$ cat config.mk
export PLATFORM = sky130hd
export DESIGN_NAME = div_run_ctrl
export DESIGN_NICKNAME = d
export VERILOG_FILES = /design/src/rtl/div_run_ctrl.sv
export SDC_FILE = /design/constraint.sdc
export NUM_CORES = 1
export LEC_CHECK = 0
export ABC_AREA = 1
export CORE_AREA = 2 2 116 118
export CTS_CLUSTER_SIZE = 20
export DETAILED_ROUTE_END_ITERATION = 10
export DIE_AREA = 0 0 118 120
export PLACE_DENSITY = 0.6
export SKIP_LAST_GASP = 1
export SYNTH_ARGS = -nofsm -noshare
export SYNTH_HDL_FRONTEND = slang
export SYNTH_SLANG_ARGS = --single-unit
$ cat constraint.sdc
create_clock -name clk -period 2.56 [get_ports clk]
set_input_delay 0.384 -clock clk [delete_from_list [all_inputs] [get_ports clk]]
set_output_delay 0.384 -clock clk [all_outputs]
set_load 0.005 [all_outputs]
$ cat src/rtl/div_run_ctrl.sv
// div_run_ctrl: run sequencer for the 8-bit divide program on the CPU.
// It loads the operands into data memory and starts the CPU. When the CPU
// signals done it reads the quotient and remainder back and returns them to
// the host with a status code and the CPU run-cycle count. A zero divisor is
// answered directly and the CPU is never started. A run that never
// acknowledges is aborted after TIMEOUT cycles.
module div_run_ctrl #(
  parameter logic [7:0] ADDR_DIVIDEND = 8'd0,
  parameter logic [7:0] ADDR_DIVISOR  = 8'd1,
  parameter logic [7:0] ADDR_QUOT     = 8'd4,
  parameter logic [7:0] ADDR_REM      = 8'd5,
  parameter int         TIMEOUT       = 4096,
  parameter int         CNT_W         = 16
) (
  input  logic             clk,
  input  logic             reset,
  // host request
  input  logic             req_valid,
  output logic             req_ready,
  input  logic [7:0]       req_dividend,
  input  logic [7:0]       req_divisor,
  // host response
  output logic             resp_valid,
  input  logic             resp_ready,
  output logic [7:0]       resp_quotient,
  output logic [7:0]       resp_remainder,
  output logic [1:0]       resp_status,
  output logic [CNT_W-1:0] resp_cycles,
  // CPU control
  output logic             cpu_reset,
  output logic             cpu_start,
  input  logic             cpu_ack,
  // data-memory port (muxed externally by dm_own)
  output logic             dm_own,
  output logic             dm_we,
  output logic [7:0]       dm_addr,
  output logic [7:0]       dm_wdata,
  input  logic [7:0]       dm_rdata
);

  typedef enum logic [3:0] {
    S_IDLE,
    S_LOAD0,
    S_LOAD1,
    S_START,
    S_RUN,
    S_RD_Q,
    S_RD_R,
    S_CAPT,
    S_RESP
  } state_t;

  localparam logic [1:0]       ST_OK      = 2'b00;
  localparam logic [1:0]       ST_DIV0    = 2'b01;
  localparam logic [1:0]       ST_TIMEOUT = 2'b10;
  localparam logic [CNT_W-1:0] CNT_LAST   = CNT_W'(TIMEOUT - 1);

  state_t           r_state;
  state_t           w_state_next;
  logic [7:0]       r_dividend;
  logic [7:0]       r_divisor;
  logic [CNT_W-1:0] r_cnt;
  logic             r_resp_valid;
  logic [7:0]       r_quot;
  logic [7:0]       r_rem;
  logic [1:0]       r_status;
  logic [CNT_W-1:0] r_cycles;
  logic             w_accept;
  logic             w_cnt_last;

  assign w_accept   = (r_state == S_IDLE) && req_valid;
  assign w_cnt_last = (r_cnt == CNT_LAST);

  // State register; reset returns to IDLE from any state, abandoning a run.
  always_ff @(posedge clk) begin
    // NOTE: sequential state uses non-blocking assignments so every flop
    // samples pre-edge values regardless of block evaluation order.
    if (reset) r_state <= S_IDLE;
    else       r_state <= w_state_next;
  end

  // Next-state decode plus the control outputs that follow the state.
  always_comb begin
    // NOTE: every output gets a default before the case so no path leaves
    // a signal unassigned, which would otherwise infer a latch.
    w_state_next = r_state;
    req_ready    = 1'b0;
    cpu_reset    = 1'b1;
    cpu_start    = 1'b0;
    dm_own       = 1'b1;
    dm_we        = 1'b0;
    dm_addr      = 8'd0;
    dm_wdata     = 8'd0;
    case (r_state)
      S_IDLE: begin
        req_ready = 1'b1;
        if (req_valid) begin
          w_state_next = (req_divisor == 8'd0) ? S_RESP : S_LOAD0;
        end
      end
      S_LOAD0: begin
        dm_we        = 1'b1;
        dm_addr      = ADDR_DIVIDEND;
        dm_wdata     = r_dividend;
        w_state_next = S_LOAD1;
      end
      S_LOAD1: begin
        dm_we        = 1'b1;
        dm_addr      = ADDR_DIVISOR;
        dm_wdata     = r_divisor;
        w_state_next = S_START;
      end
      S_START: begin
        cpu_start    = 1'b1;
        w_state_next = S_RUN;
      end
      S_RUN: begin
        cpu_reset = 1'b0;
        dm_own    = 1'b0;
        // An ack on the final counted cycle still wins over the timeout.
        if (cpu_ack)         w_state_next = S_RD_Q;
        else if (w_cnt_last) w_state_next = S_RESP;
      end
      S_RD_Q: begin
        cpu_reset    = 1'b0;
        dm_addr      = ADDR_QUOT;
        w_state_next = S_RD_R;
      end
      S_RD_R: begin
        cpu_reset    = 1'b0;
        dm_addr      = ADDR_REM;
        w_state_next = S_CAPT;
      end
      S_CAPT: begin
        cpu_reset    = 1'b0;
        w_state_next = S_RESP;
      end
      S_RESP: begin
        if (resp_ready) w_state_next = S_IDLE;
      end
      default: w_state_next = S_IDLE;
    endcase
    // While reset is held the outputs show their idle values immediately.
    if (reset) begin
      req_ready = 1'b0;
      cpu_reset = 1'b1;
      cpu_start = 1'b0;
      dm_own    = 1'b1;
      dm_we     = 1'b0;
      dm_addr   = 8'd0;
      dm_wdata  = 8'd0;
    end
  end

  // Operand latch and the saturating CPU run-cycle counter.
  always_ff @(posedge clk) begin
    if (reset) begin
      r_dividend <= 8'd0;
      r_divisor  <= 8'd0;
      r_cnt      <= '0;
    end else begin
      if (w_accept) begin
        r_dividend <= req_dividend;
        r_divisor  <= req_divisor;
      end
      if (r_state == S_START) begin
        r_cnt <= '0;
      end else if (r_state == S_RUN && !cpu_ack && !w_cnt_last) begin
        r_cnt <= r_cnt + CNT_W'(1);
      end
    end
  end

  // Registered response fields, filled in along the path taken to RESP.
  always_ff @(posedge clk) begin
    if (reset) begin
      r_resp_valid <= 1'b0;
      r_quot       <= 8'd0;
      r_rem        <= 8'd0;
      r_status     <= ST_OK;
      r_cycles     <= '0;
    end else begin
      r_resp_valid <= (w_state_next == S_RESP);
      case (r_state)
        S_IDLE: begin
          if (req_valid && req_divisor == 8'd0) begin
            r_quot   <= 8'hFF;
            r_rem    <= req_dividend;
            r_status <= ST_DIV0;
            r_cycles <= '0;
          end
        end
        S_RUN: begin
          if (cpu_ack) begin
            r_cycles <= r_cnt;
          end else if (w_cnt_last) begin
            r_quot   <= 8'd0;
            r_rem    <= 8'd0;
            r_status <= ST_TIMEOUT;
            r_cycles <= CNT_LAST;
          end
        end
        S_RD_R: r_quot <= dm_rdata;
        S_CAPT: begin
          r_rem    <= dm_rdata;
          r_status <= ST_OK;
        end
        default: ;
      endcase
    end
  end

  assign resp_valid     = r_resp_valid & ~reset;
  assign resp_quotient  = reset ? 8'd0 : r_quot;
  assign resp_remainder = reset ? 8'd0 : r_rem;
  assign resp_status    = reset ? ST_OK : r_status;
  assign resp_cycles    = reset ? '0 : r_cycles;

endmodule

**After elaboration in Yosys (flattened, before gate mapping)**

Cells that the tools add are included.

- Equal/unequal tests: 14
- Muxes and demuxes: 38
- Bitwise logic cells: 2
- Add/sub/neg operators: 1
- Reduce and logical (&&, ||, !) cells: 17

Operators with widths:

| kind | number |
|---|---|
| 16-bit 2-to-1 mux | 4 |
| 8-bit 2-to-1 mux | 8 |
| 8-bit case mux with 3 select lines | 2 |
| 4-bit case mux with 9 select lines | 1 |
| 16-bit case mux with 2 select lines | 1 |
| 4-bit 2-to-1 mux | 5 |
| 16-bit by 1-bit adder with 16-bit output (second input constant) | 1 |
| 16-bit by 12-bit equality test with 1-bit output (second input constant) | 1 |
| 4-bit by 3-bit equality test with 1-bit output (second input constant) | 4 |
| 8-bit case mux with 2 select lines | 1 |
| 1-bit 2-to-1 mux | 10 |
| 3-bit case mux with 3 select lines | 1 |
| 4-bit by 2-bit equality test with 1-bit output (second input constant) | 2 |
| 4-bit equality test (second input constant) | 2 |
| 8-bit logical NOT | 1 |
| 2-bit 2-to-1 mux | 4 |
| 4-bit AND reduction | 2 |
| 2-bit case mux with 3 select lines | 1 |
| 3-bit nonzero test | 2 |
| 4-bit by 1-bit equality test with 1-bit output (second input constant) | 1 |
| 1-bit logical AND | 4 |
| 4-bit logical NOT | 1 |
| 2-bit != test (second input constant) | 2 |
| 2-bit OR reduction | 2 |
| other kinds (8) | 9 |

- Bits of input ports: 29
- Flip-flop bits (word level): 71

**Logic depth before layout (Yosys ltp)**

Gate-level depths: netlist of run 1.

- Word-level depth: 5
- Mapped depth: 11
- Mapped depth without buffers: 10

**Least setup slack after synthesis of run 1**

No wires, ideal clock.

- Kind: register -> register
- From: reg r_cnt[0]
- To: reg r_cycles[4]
- Data arrival time: 1.449 ns
- Library setup time: 0.113 ns
- Slack: 0.997 ns
- Clock period less this slack: 1.563 ns
- Cell stages (with the launch flop): 10
- Path through: dfxtp_1 > ha_1 > nand3_4 > nor2_8 > nand3_2 > nand2_4 > buf_12 > nand3_2 > nand2_1 > nor2_2

- Cells in the longest elaborated chain, start to end: 3

Ends and longest elaborated chain:

| element | RTL line | RTL |
|---|---|---|
| start, declared | 62 | `logic [CNT_W-1:0] r_cnt;` |
| start signal, assigned | 169 | `r_cnt <= r_cnt + CNT_W'(1);` |
| 16-bit by 12-bit equality test with 1-bit output | 72 | `assign w_cnt_last = (r_cnt == CNT_LAST);` |
| 3-bit != test (no source line) | n/a |  |
| 3-bit AND reduction (no source line) | n/a |  |
| end signal, assigned | 195 | `r_cycles <= r_cnt;` |
| end, declared | 67 | `logic [CNT_W-1:0] r_cycles;` |

Every way passes these cells.
A chain may end at the register's enable or synchronous reset.

**Worst setup path after layout of run 1**

- From: reg r_state[3]
- To: out dm_wdata[7]

- Cells in the longest elaborated chain, start to end: 3
- Elaborated cells on any way between the ends: 4
- Those cells by class: eq/ne: 2; mux: 2

Ends and longest elaborated chain:

| element | RTL line | RTL |
|---|---|---|
| start, declared | 58 | `state_t r_state;` |
| start signal, assigned | 79 | `else r_state <= w_state_next;` |
| 4-bit by 2-bit equality test with 1-bit output or 4-bit by 1-bit equality test with 1-bit output (tied branches) | 94 | `case (r_state)` |
| 8-bit case mux with 2 select lines * | 94 |  |
| 8-bit 2-to-1 mux * | 144 | `if (reset) begin` |
| end, declared | 37 | `output logic [7:0] dm_wdata,` |

Mark *: on every way between the ends. The rest lies on a longest branch, timed or not.

==> results of run 1 <==
==> kinds of logic after synthesis <==
family,share of synthesized area
AO/OA/AOI/OAI,0.172
other,0.000852
adder cells (fa/ha/maj),0.00284
flip-flops,0.323
XOR/XNOR,0.0219
buffers and inverters,0.144
AND/OR/NAND/NOR,0.336
==> how the worst min path moves through the flow <==
stage / depth (start not counted) / from / slack (ps) / end
finish: 2 / reset / 300 / r_state[1]$_SDFF_PP0_
detailed placement: 2 / r_dividend[4]$_SDFFE_PP0P_ / 450 / r_dividend[4]$_SDFFE_PP0P_
global route: 2 / reset / 310 / r_state[1]$_SDFF_PP0_
CTS: 2 / reset / 280 / r_state[1]$_SDFF_PP0_
floorplan: 2 / r_divisor[0]$_SDFFE_PP0P_ / 430 / r_divisor[0]$_SDFFE_PP0P_
global placement: 2 / r_dividend[4]$_SDFFE_PP0P_ / 440 / r_dividend[4]$_SDFFE_PP0P_
==> what timing repair did <==
action,CTS,global route
setup endpoints to repair,5,8
gates resized for setup,2,6
pin swaps,0,0
buffers inserted,0,1
==> metal layers <==
metal | global-route usage | up-vias | wire [um]
met5 | 0 | - | 0
met4 | 0.0587 | 0 | 169
met3 | 0.0366 | 12 | 532
met2 | 0.238 | 89 | 4850
met1 | 0.227 | 1776 | 5330
li1 | - | 2075 | -
==> power groups by stage <==
stage / Sequential, mW / Combinational, mW / Clock, mW
2_1_floorplan: 1.46 / 1.29 / 0
3_3_place_gp: 1.49 / 1.58 / 0
3_5_place_dp: 1.50 / 1.62 / 0
4_1_cts: 1.48 / 1.63 / 1.30
5_1_grt: 1.51 / 1.82 / 1.35
6_report: 1.48 / 1.63 / 1.26
==> per-stage QoR <==
step           setup slack (ps)  instances  hold WS (ps)  total power [mW]
5_1_grt                    16.6        869           312              4.68
3_3_place_gp                411        852           444              3.07
2_1_floorplan               997        628           429              2.74
4_1_cts                    41.8        868           284              4.40
6_report                    182        869           302              4.37
3_5_place_dp                340        852           451              3.12
==> state kept, by name, indices dropped and copies added, names as in the netlist <==
| name | count |
|---|---|
| r_resp_valid | 1 |
| r_cnt | 16 |
| r_rem | 8 |
| r_quot | 8 |
| r_status | 2 |
| r_divisor | 8 |
| r_dividend | 8 |
| r_cycles | 16 |
| r_state | 4 |
==> cells in the final DEF (no fill, tap or decap), drive strengths merged, types with 2 or more instances in the layout <==
master,instances
clkdlybuf4s50,77
and2,2
nor3,3
clkinvlp,3
o21ai,31
conb,6
nand2,132
nand3,39
o22ai,8
xnor2,9
clkbuf,10
inv,84
nand3b,3
xor2,2
a31oi,3
a21boi,8
clkinv,2
dfxtp,71
nor2,112
buf,10
a21oi,74
==> worst max-delay path, cell delays in order (launching register included) <==
cell and delay, ps:
dfxtp_1 330, inv_2 150, nand2_4 100, inv_2 100, nand2_2 120, o22ai_1 180
inv_1 70, nor2_1 90, clkdlybuf4s50_1 520
==> layout make-up <==
type	instances	area [um2]	area share
multi-input combinational	435	2390	0.435
clock buffer	10	229	0.0416
sequential	71	1420	0.258
tap	176	220	0.0400
inverter	84	328	0.0595
clock inverter	6	70.1	0.0127
timing repair buffer	87	843	0.153
==> flow_metrics.env, run 1 <==
export IMPL_status="complete, no violations"
export IMPL_maxCapViolCount=0
export IMPL_p_int_mw=2.79
export IMPL_reg2reg_from="r_cnt[0]$_SDFFE_PP0P_"
export IMPL_fin_util=0.424
export IMPL_pin_count=85
export IMPL_synth_edf_count=0
export IMPL_routed_wl_um=10900
export IMPL_finalSetupViolations=0
export IMPL_fillCellCount=1368
export IMPL_fin_crit_sh=0.929
export IMPL_hold_violations=0
export IMPL_synthTopCellsByArea="dfxtp_1 32%, nand2_1 10%, nor2_1 8.1%"
export IMPL_worst_pin_slew_ps=654
export IMPL_setup_tns_ps=0
export IMPL_cts_root_buffer="clkbuf_16"
export IMPL_drive_above_1_share=0.147
export IMPL_cts_path_max_buffers=2
export IMPL_dr_pass1_iters=4
export IMPL_crit_arrival_ps=1990
export IMPL_antenna_found_initial=0
export IMPL_fp_coreArea_um2=13000
export IMPL_cp_required_ps=2180
export IMPL_power_switching_mw=1.58
export IMPL_grt_pass1_wl_um=18300
export IMPL_num_rows=42
export IMPL_portBuffers=78
export IMPL_ys_flop_type="dfxtp_1"
export IMPL_rsz0062_at_grt="no"
export IMPL_fin_area_um2=5510
export IMPL_hold_path_class="input port to flop"
export IMPL_start_util=0.339
export IMPL_first_global_vias=3690
export IMPL_yosysWarnings=0
export IMPL_cts_inserted_buffers=9
export IMPL_postSynthCellCount=623
export IMPL_die_y_um=120
export IMPL_clockPowerShare=0.289
export IMPL_fin_nets=718
export IMPL_startpoint_type="flop"
export IMPL_drt_iter0_drc=280
export IMPL_skew_ps=9.71
export IMPL_cts_sinks=71
export IMPL_clkTransAtPathRegs_ps=60
export IMPL_synth_area_per_cell_um2=7.07
export IMPL_grt_max_degree=46
export IMPL_synth_seq_cells=71
export IMPL_r2r_cells=8
export IMPL_route_vias_total=3952
export IMPL_worst_setup_path_startpoint="r_state[3]$_SDFF_PP0_"
export IMPL_syn_to_final_growth_pct=25.1
export IMPL_ant_nets=0
export IMPL_vdd_drop_max_v=0.000339
export IMPL_synth_top_cell_area_share=0.323
export IMPL_endpoint="dm_wdata[7]"
export IMPL_rrSetupSlack_ps=520
export IMPL_pwr_share_seq=0.338
export IMPL_dieArea_um2=14200
export IMPL_htreeDepth=3
export IMPL_p_sw_frac=0.362
export IMPL_synthTopCellsByCount="120 x nand2_1, 95 x nor2_1, 75 x inv_1, 71 x dfxtp_1, 51 x a21oi_1"
export IMPL_synth_cell_types=43
export IMPL_wl_per_cell_um=12.5
export IMPL_synthArstFlopShare=0
export IMPL_yosysSeqAreaShare=0.323
export IMPL_yosysMostFrequentCell="nand2_1"
export IMPL_worstPathMaxFanout=8
export IMPL_fin_crit_ps=2380
export IMPL_p_leak_nw=2.16
export IMPL_gpl_final_weighted_congestion=0.873
export IMPL_timing_rr_end="r_cycles[13]$_SDFFE_PP0P_"
export IMPL_p_per_area_nw_per_um2=794
export IMPL_clkLatencyLatePin_ps=350
export IMPL_drc=0
export IMPL_grtUsageTotal=0.161
export IMPL_synth_top_cell_by_area="dfxtp_1"
export IMPL_slew_headroom=0.563
export IMPL_cts_tree="done"
export IMPL_post_dp_hpwl_um=8200
export IMPL_syn_area_um2=4400
export IMPL_comb_power_share=0.373
export IMPL_overflow=0
export IMPL_num_antenna_cells=0
export IMPL_vias_per_cell=4.55
export IMPL_hold_buffers=0
export IMPL_slew_viol_final=0
export IMPL_worst_setup_path_type="flop to primary output"
export IMPL_fmax_ghz=0.421
export IMPL_dpl_instance_area_um2=5170
export IMPL_die_w_um=118
export IMPL_cp_end_kind="primary output"
Note: power is estimated with default switching activity, not from simulation.
==> run 2, diff against run 1 <==
- CTS_CLUSTER_DIAMETER: default -> 150
==> results of run 2 <==
Same layout as run 1: the final DEF is identical, and so are final timing and power.
==> run 3, diff against run 2 <==
- PLACE_DENSITY: 0.6 -> 0.62
- clock period: 2.56 -> 2.13 ns (I/O delays scaled with it)
==> flow_metrics.env, run 3 (synthesis results as in run 1) <==
export IMPL_gpl_final_weighted_congestion=0.865
export IMPL_slew_headroom=0.569
export IMPL_overflow=0
export IMPL_portBuffers=78
export IMPL_whs_ps=372
export IMPL_crit_family="buffers and inverters"
export IMPL_dr_pass1_iters=5
export IMPL_dr_wl_met2_um=5140
export IMPL_maxCapViolCount=0
export IMPL_skew_ps=7.12
export IMPL_layout_common_cells="119 x nand2_1, 94 x nor2_1, 73 x inv_1, 68 x dfxtp_1, 66 x clkdlybuf4s50_1"
export IMPL_reg2reg_from="r_cnt[0]$_SDFFE_PP0P_"
export IMPL_fmax_ghz=0.487
export IMPL_critPathBufInv=5
export IMPL_num_antenna_cells=0
export IMPL_hp_start="reset"
export IMPL_fillCellCount=1342
export IMPL_finalSetupViolations=0
export IMPL_drive_above_1_share=0.181
export IMPL_fin_crit_sh=0.965
export IMPL_dpl_instance_area_um2=5270
export IMPL_clkTransAtPathRegs_ps=60
export IMPL_min_to="r_state[0]$_SDFF_PP0_"
export IMPL_p_per_area_nw_per_um2=943
export IMPL_cts_tree="done"
export IMPL_status="complete, no violations"
export IMPL_drt_iter0_drc=262
export IMPL_hold_violations=0
export IMPL_clkLatencyLatePin_ps=330
export IMPL_vdd_drop_max_v=0.000370
export IMPL_grt_max_degree=38
export IMPL_htreeDepth=3
export IMPL_worstPathMaxFanout=6
export IMPL_post_dp_hpwl_um=8100
export IMPL_crit_arrival_ps=1740
export IMPL_slowest_delay_ps=500
export IMPL_start_util=0.339
export IMPL_wl_met3_um=493
export IMPL_ant_nets=0
export IMPL_cp_slowest_cell="clkdlybuf4s50_1"
export IMPL_grt_pass1_wl_um=18100
export IMPL_startpoint_type="flop"
export IMPL_fin_nets=736
export IMPL_p_leak_nw=2.42
export IMPL_cts_path_max_buffers=2
export IMPL_pin_count=85
export IMPL_die_w_um=118
export IMPL_slew_viol_final=0
export IMPL_routed_wl_um=11200
export IMPL_worst_pin_slew_ps=646
export IMPL_drc=0
export IMPL_regArea_um2=1430
export IMPL_hold_path_class="input port to flop"
export IMPL_worst_setup_path_type="flop to primary output"
export IMPL_worst_setup_path_startpoint="r_state[3]$_SDFF_PP0_"
export IMPL_r2r_cells=8
export IMPL_syn_to_final_growth_pct=30.0
export IMPL_wl_per_cell_um=12.6
export IMPL_holdPathStages=2
export IMPL_crit_cells=7
export IMPL_cp_required_ps=1810
export IMPL_final_common_cell="nand2_1"
export IMPL_route_vias_total=4088
export IMPL_cp_end_kind="primary output"
export IMPL_fin_crit_ps=2050
export IMPL_antenna_found_initial=0
export IMPL_reg_top3="r_cnt (16), r_cycles (16)"
export IMPL_dieArea_um2=14200
export IMPL_grtUsageTotal=0.159
export IMPL_timing_rr_end="r_cycles[4]$_SDFFE_PP0P_"
export IMPL_cts_root_buffer="clkbuf_16"
export IMPL_fin_area_um2=5730
export IMPL_cts_inserted_buffers=9
export IMPL_rrSetupSlack_ps=210
export IMPL_cts_sinks=71
export IMPL_first_global_vias=3709
export IMPL_die_y_um=120
export IMPL_vias_per_cell=4.61
export IMPL_path_cells="inv_2, buf_4, nand2_4, inv_6, nand3_1, inv_1, clkdlybuf4s50_1"
export IMPL_top_layer_used="met4"
export IMPL_fp_coreArea_um2=13000
export IMPL_wl_met1_um=5330
export IMPL_num_rows=42
export IMPL_multi_input_area_um2=2430
==> run 3: changes by cell type in the layout (fill, tap and decap cells not counted), sizes merged <==
cell | previous run | this run
dlymetal6s2s | 0 | 8
dlygate4sd2 | 0 | 3
inv | 84 | 83
buf | 10 | 28
clkinvlp | 3 | 1
clkdlybuf4s50 | 77 | 66
clkinv | 2 | 5
==> run 3: metal layers <==
layer,GRT usage,vias to the layer above
li1,-,2114
met1,0.216,1827
met2,0.245,129
met3,0.0328,18
met4,0.0640,0
met5,0,-
==> run 3: worst max path at each step <==
| stage | to | slack (ps) |
|---|---|---|
| after CTS | dm_wdata[1] | 8 |
| after floorplan | r_cycles[4]$_SDFFE_PP0P_ | 570 |
| after global routing | dm_addr[2] | -3 |
| after global placement | r_rem[0]$_SDFFE_PP0P_ | 130 |
| after detailed placement | r_rem[4]$_SDFFE_PP0P_ | 90 |
| final | dm_addr[2] | 80 |
==> run 3: timing repair <==
item | CTS | global route
pin swaps | 2 | 1
gates resized for setup | 17 | 15
buffers inserted | 4 | 6
cloned | 0 | 0
hold buffers | 0 | 0
setup endpoints to repair | 11 | 10
==> run 3: where the power goes <==
group          leakage, nW  total (mW)  internal (mW)  switching (mW)
Clock                0.142        1.49          0.902           0.586
Sequential           0.583        1.78           1.62           0.160
Combinational         1.70        2.14          0.966            1.17
Total                 2.42        5.40           3.48            1.92
==> run 3: per-stage QoR <==
step                utilization  TNS [ps]  power, mW  std cells  worst slack, ps
floorplan                     -         0       3.30        628              567
global placement          0.406         0       3.79        861              132
detailed placement        0.406         0       3.83        861             86.2
CTS                       0.434         0       5.40        881             8.17
global route              0.441     -3.01       5.77        887            -3.01
finish                    0.441         0       5.40        887             75.3
==> run 3: layout make-up <==
| class | count | share of cell area |
|---|---|---|
| well taps | 176 | 0.0385 |
| flip-flops and latches | 71 | 0.249 |
| multi-input cells | 435 | 0.425 |
| inverters | 84 | 0.0586 |
| repair buffers | 105 | 0.178 |
| clock buffers | 10 | 0.0400 |
| clock inverters | 6 | 0.0107 |
==> run 3: worst reg2reg max path, delay by kind of cell (launching register included) <==
kind / cells / cell delay [ps]
AOI/OAI and AO/OA: 1 / 60
buffers and inverters: 1 / 230
DFF: 1 / 440
and+or+nand+nor: 5 / 790
adders and majority gates: 1 / 330
